==> config.mk <==
export PLATFORM = sky130hd
export DESIGN_NAME = branch_resolver
export DESIGN_NICKNAME = d
export VERILOG_FILES = /design/src/rtl/branch_resolver.sv
export SDC_FILE = /design/constraint.sdc
export NUM_CORES = 1
export LEC_CHECK = 0
export CORE_UTILIZATION = 49
export CTS_CLUSTER_SIZE = 20
export DETAILED_ROUTE_END_ITERATION = 12
export DONT_BUFFER_PORTS = 1
export GPL_ROUTABILITY_DRIVEN = 0
export HOLD_SLACK_MARGIN = 0.06
export PLACE_DENSITY = 0.73
export SKIP_LAST_GASP = 1
export SYNTH_ARGS = -nofsm -noshare
export SYNTH_HDL_FRONTEND = slang
export SYNTH_SLANG_ARGS = --single-unit
==> constraint.sdc <==
create_clock -name clk -period 3.81 [get_ports clk]
set_input_delay 0.762 -clock clk [delete_from_list [all_inputs] [get_ports clk]]
set_output_delay 0.762 -clock clk [all_outputs]
set_load 0.01 [all_outputs]
==> src/rtl/branch_resolver.sv <==
// Branch condition unit: compares WIDTH-bit operands, flags mispredicts against pred_taken, and passes the branch tag through. The result appears 1 cycle after capture.
// It has a single-entry valid/ready output slot, refilled on drain without a bubble; flush kills the slot. Macro BRANCH_STATS_EN adds saturating counters.
module branch_resolver #(
  parameter int WIDTH     = 32,
  parameter int TAG_WIDTH = 4,
  parameter int CNT_WIDTH = 16
) (
  input  logic                 clk,
  input  logic                 reset_n,
  input  logic                 flush,
  input  logic                 in_valid,
  output logic                 in_ready,
  input  logic [WIDTH-1:0]     in0,
  input  logic [WIDTH-1:0]     in1,
  input  logic [2:0]           compare_mode,
  input  logic                 pred_taken,
  input  logic [TAG_WIDTH-1:0] in_tag,
  output logic                 out_valid,
  input  logic                 out_ready,
  output logic                 taken,
  output logic                 mispredict,
  output logic [TAG_WIDTH-1:0] out_tag,
  output logic [CNT_WIDTH-1:0] branch_count,
  output logic [CNT_WIDTH-1:0] mispredict_count
);

  localparam logic [2:0] MODE_NULL = 3'd0;
  localparam logic [2:0] MODE_BEQ  = 3'd1;
  localparam logic [2:0] MODE_BNE  = 3'd2;
  localparam logic [2:0] MODE_BLTZ = 3'd3;
  localparam logic [2:0] MODE_BGTZ = 3'd4;
  localparam logic [2:0] MODE_BLEZ = 3'd5;
  localparam logic [2:0] MODE_BGEZ = 3'd6;
  localparam logic [2:0] MODE_RSVD = 3'd7;

  logic                 out_valid_q, out_valid_d;
  logic                 taken_q, taken_d;
  logic                 mispredict_q, mispredict_d;
  logic [TAG_WIDTH-1:0] out_tag_q, out_tag_d;
  logic                 cond, capture, neg, zero;

  assign neg  = in0[WIDTH-1];
  assign zero = (in0 == '0);

  always_comb begin
    cond = 1'b0;
    case (compare_mode)
      MODE_BEQ:  cond = (in0 == in1);
      MODE_BNE:  cond = (in0 != in1);
      MODE_BLTZ: cond = neg;
      MODE_BGTZ: cond = !neg && !zero;
      MODE_BLEZ: cond = neg || zero;
      MODE_BGEZ: cond = !neg;
      default:   cond = 1'b0;
    endcase
  end

  assign in_ready = !out_valid_q || out_ready;
  assign capture  = in_valid && in_ready && !flush;

  always_comb begin
    out_valid_d  = out_valid_q;
    taken_d      = taken_q;
    mispredict_d = mispredict_q;
    out_tag_d    = out_tag_q;
    if (flush) begin
      out_valid_d = 1'b0;
    end else if (capture) begin
      out_valid_d  = 1'b1;
      taken_d      = cond;
      mispredict_d = cond ^ pred_taken;
      out_tag_d    = in_tag;
    end else if (out_ready) begin
      out_valid_d = 1'b0;
    end
  end

  always_ff @(posedge clk or negedge reset_n) begin
    if (!reset_n) begin
      out_valid_q  <= 1'b0;
      taken_q      <= 1'b0;
      mispredict_q <= 1'b0;
      out_tag_q    <= '0;
    end else begin
      out_valid_q  <= out_valid_d;
      taken_q      <= taken_d;
      mispredict_q <= mispredict_d;
      out_tag_q    <= out_tag_d;
    end
  end

  assign out_valid  = out_valid_q;
  assign taken      = taken_q;
  assign mispredict = mispredict_q;
  assign out_tag    = out_tag_q;

`ifdef BRANCH_STATS_EN
  localparam logic [CNT_WIDTH-1:0] CNT_ONE = 1;

  logic [CNT_WIDTH-1:0] branch_count_q, branch_count_d;
  logic [CNT_WIDTH-1:0] mispredict_count_q, mispredict_count_d;
  logic                 counted;

  // NULL and reserved codes are not real branches and stay out of the statistics
  assign counted = capture && (compare_mode != MODE_NULL) && (compare_mode != MODE_RSVD);

  always_comb begin
    branch_count_d     = branch_count_q;
    mispredict_count_d = mispredict_count_q;
    if (counted && !(&branch_count_q))
      branch_count_d = branch_count_q + CNT_ONE;
    if (counted && (cond != pred_taken) && !(&mispredict_count_q))
      mispredict_count_d = mispredict_count_q + CNT_ONE;
  end

  always_ff @(posedge clk or negedge reset_n) begin
    if (!reset_n) begin
      branch_count_q     <= '0;
      mispredict_count_q <= '0;
    end else begin
      branch_count_q     <= branch_count_d;
      mispredict_count_q <= mispredict_count_d;
    end
  end

  assign branch_count     = branch_count_q;
  assign mispredict_count = mispredict_count_q;
`else
  assign branch_count     = '0;
  assign mispredict_count = '0;
`endif

endmodule
# Yosys cells after proc, flatten, opt, wreduce, memory -nomap -nowiden
# Index checks and enable logic that the tools add are counted.
[classes]
n_lt_le_gt_ge = 0
multipliers = 0
reduce_logical = 12
add_sub_neg = 0
mux = 4
bitwise_logic = 2
shifts = 0
eq_ne = 8
div_mod_pow = 0
[ops]
columns = ["op", "count"]
rows = [
  ["$eq 32x32->1", 1],
  ["$logic_not 32->1", 1],
  ["$ne 32x32->1", 1],
  ["$eq 3x3->1 const B", 3],
  ["$eq 3x2->1 const B", 2],
  ["$pmux 1 s6", 1],
  ["$logic_not 1->1", 4],
  ["$eq 3x1->1 const B", 1],
  ["$logic_and 1x1->1", 3],
  ["$mux 1", 3],
  ["$reduce_bool 3->1", 1],
  ["$logic_or 1x1->1", 2],
  ["$reduce_and 2->1", 1],
  ["$not 1->1", 1],
  ["$xor 1x1->1", 1],
]
[totals]
rom_bits = 0
elab_cells = 30
out_inout_bits = 40
latch_bits = 0
mem_bits_rw = 0
ff_bits = 7
n_memories = 0

# Depth between registers and ports, before layout
[depth]
depth_word = 6
depth_mapped = 7
mapped_depth_nobuf = 7

# Worst setup path after synthesis
# OpenSTA, ideal clock, no wires.
[synth_timing]
kind = "input port to flip-flop"
from = "in in0[3]"
to = "reg mispredict_q, in the netlist mispredict"
arrival_time_ns = 2.135
setup_slack_ns = 1.549
n_path_buf = 0
stages = 7
path_cell_list = "xnor2_1 -> nand4_2 -> nor4_1 -> nand2_1 -> mux2_1 -> and2_1 -> a311o_1"
[synth_between]
elab_chain_len = 5
[synth_rtl]
columns = ["element", "line_no", "rtl"]
rows = [
  ["start, declared", "13", "input logic [WIDTH-1:0] in0,"],
  ["$logic_not 32->1", "43", "assign zero = (in0 == '0);"],
  ["$logic_not 1->1", "51", "MODE_BGTZ: cond = !neg && !zero;"],
  ["$logic_and 1x1->1", "51", ""],
  ["$pmux 1 s6 *", "47", "case (compare_mode)"],
  ["$xor 1x1->1 *", "71", "mispredict_d = cond ^ pred_taken;"],
  ["end signal, assigned", "87", "mispredict_q <= mispredict_d;"],
  ["end, declared", "38", "logic mispredict_q, mispredict_d;"],
]
# Mark *: on every way between the ends. The rest lies on a longest branch, timed or not.
# A chain may end at the register's enable or synchronous reset.

# Final worst setup path
[layout_timing]
from = "in in0[7]"
to = "reg mispredict_q, in the netlist mispredict"
# Same word-level chain as after synthesis.

==> results.py <==
metrics = {
    "outcome": {
        "status": "completed",
    },
    "synthesis": {
        "ys_seq_area_frac": 0.165,
        "syn_inst": 123,
        "postSynthAreaPerCell_sq_um": 8.65,
        "synth.area.top_cells": "xnor2_1, buf_4, dfrtp_1",
        "yosys_warnings": 0,
        "synth-seq-cells": 7,
        "synth_top_area_share": 0.247,
        "synth_area_sq_um": 1060,
        "yosysTopAreaCell": "xnor2_1",
        "ys_types": 25,
    },
    "route": {
        "drt_iter0_drc": 9,
        "detail-route-antenna-nets": 0,
        "drc": 0,
        "drt-total-wl_um": 2110,
        "first_pass_iters": 4,
        "routed_via_density": 5.22,
        "vias": 798,
        "wire_per_inst_um": 13.8,
    },
    "timing": {
        "tightestPinTransition_ns": 0.512,
        "whs_ns": 0.218,
        "timing.final.crit_share": 0.571,
        "slew_viol_final": 0,
        "finalCriticalPeriod_ns": 2.17,
        "fin_worst_skew_ns": 0.000639,
        "fmax_mhz": 460,
        "fin_tns_setup_ns": 0,
        "hold_viol_final": 0,
        "rsz0062_at_grt": "false",
        "fin_ws_ns": 1.64,
        "relSlewSlack": 0.657,
        "finalSetupViolations": 0,
    },
    "floorplanning": {
        "die_height_um": 48.6,
        "pin_count": 117,
        "die-area_sq_um": 2360,
        "initial_core_util": 0.531,
        "rows": 16,
        "die_x_um": 48.6,
        "core-area_sq_um": 2000,
    },
    "worst_setup_path": {
        "critPathLaunchType": "input pin",
        "regToRegSetupSlack_ns": 2.14,
        "crit_required_ns": 3.93,
        "cpMaxStageDelayCell": "nor4_2",
        "worstPathCellList": "xnor2_1 -> nand4_1 -> nor4_2 -> nand2_1 -> mux2_1 -> and2_1 -> a311o_1",
        "reg2reg_from": "out_valid$_DFFE_PN0P_",
        "rr_worst_depth": 5,
        "critPathMaxFanout": 2,
        "timing.rr.end": "mispredict$_DFFE_PN0P_",
        "path_class": "in -> reg",
        "cp.arrival_ns": 2.29,
        "crit_path_end_kind": "flip-flop",
        "crit_start": "in0[7]",
        "crit_family": "simple AND/OR/NAND/NOR gates",
        "crit_buf_inv": 0,
        "slowest_delay_ns": 0.31,
    },
    "power": {
        "power.density_nw_per_um2": 240,
        "ir_drop_mv": 0.312,
        "power_mw": 0.240,
        "p_leak_nw": 0.377,
    },
    "global_routing": {
        "grt_start_max_net_pins": 9,
        "gr-total-overflow": 0,
        "antenna_found_initial": 0,
        "grt.total_usage": 0.181,
        "grt_pass1_wl_um": 3440,
        "grt_pass1_vias": 851,
    },
    "cts": {
        "htreeDepth": 1,
        "hold_buffers": 0,
        "cts_buffers": 3,
        "post_cts_resized": 0,
        "post_cts_buffers": 0,
        "cts_buffer_depth": 2,
        "path_clk_slew_ns": 0.05,
        "clk_root_buffer_cell": "clkbuf_4",
        "clk_latency_ns": 0.24,
        "tritoncts": "built",
        "cts.sinks": 7,
    },
    "flow_run": {
        "max_cap_viol_count": 0,
    },
    "final_layout": {
        "mostFrequentLayoutCells": "conb_1, xnor2_1, nor4_1",
        "fill_cells": 201,
        "fin_util": 0.499,
        "drive_above_1_share": 0.0952,
        "area_delta_synth_final_pct": -6.00,
        "antenna_cells": 0,
        "instances_no_fill": 153,
        "final_common_cell": "conb_1",
        "fin_area_sq_um": 1000,
        "finalNetCount": 204,
    },
    "placed_design": {
        "dp_hpwl_um": 2010,
        "io_buffers": 0,
        "placed_cells_incl_taps": 149,
        "placed_cell_area_sq_um": 973,
        "place_ws_ns": 1.38,
    },
    "min_path": {
        "hold_path_class": "in -> async",
    },
}
[routing by layer]
metal / vias up / track usage / part of all wire
li1: 373 / - / -
met1: 366 / 0.217 / 0.40
met2: 59 / 0.340 / 0.51
met3: 0 / 0.0377 / 0.092
met4: 0 / 0.0147 / 0
met5: - / 0 / 0
[flip-flops by register name, indices dropped and copies added (netlist names)]
name        flops
out_valid       1
mispredict      1
taken           1
out_tag         4
[cell families after synthesis]
logic type | Yosys count | synth area share
other | 1 | 0.00353
AND/OR/NAND/NOR | 38 | 0.224
flip-flops | 7 | 0.165
multiplexers | 6 | 0.0623
buffers and inverters | 35 | 0.236
XOR/XNOR | 32 | 0.278
AO/OA/AOI/OAI | 4 | 0.0318
[final cells by class]
| type | instances | area (sq um) | share of cell area |
|---|---|---|---|
| Multi-Input combinational cell | 112 | 753 | 0.753 |
| Clock buffer | 4 | 26.3 | 0.0263 |
| Tap cell | 27 | 33.8 | 0.0338 |
| Sequential cell | 7 | 175 | 0.175 |
| Inverter | 3 | 11.3 | 0.0113 |
[worst max path at each step]
stage	endpoint	slack, ns	cells past startpoint
6_report	mispredict$_DFFE_PN0P_	1.64	7
5_1_grt	mispredict$_DFFE_PN0P_	1.51	7
4_1_cts	mispredict$_DFFE_PN0P_	1.62	7
3_5_place_dp	mispredict$_DFFE_PN0P_	1.38	7
3_3_place_gp	mispredict$_DFFE_PN0P_	1.41	7
2_1_floorplan	mispredict$_DFFE_PN0P_	1.55	7
[report_power, final]
part	leakage, nW	internal (mW)	total (mW)	switching [mW]
registers	0.0836	0.0864	0.0997	0.0133
logic	0.278	0.0409	0.0782	0.0373
clock network	0.0150	0.0397	0.0626	0.0229
[worst register-to-register path, stage by stage (launching register included)]
cell and delay [ns]:
dfrtp_1 0.38, nor2b_1 0.32, nor4_1 0.10, mux2_1 0.29, and2_1 0.16, a311o_1 0.31
[synthesized netlist by cell type]
library cell,count
conb_1,1
xnor2_2,2
nor4_2,1
nand4b_1,1
mux2_1,1
and2_1,1
nand4_2,1
nor2b_1,2
nor4_1,11
a311o_1,1
xnor2_1,30
and3_1,1
nand4_1,9
nand2_1,2
o2111ai_1,1
mux2i_1,1
dfrtp_1,7
inv_1,3
or2b_2,1
a31oi_1,1
nor2_1,6
o311ai_1,1
mux2_2,4
nor3b_1,2
buf_4,32
(Power assumes the default switching activity.)
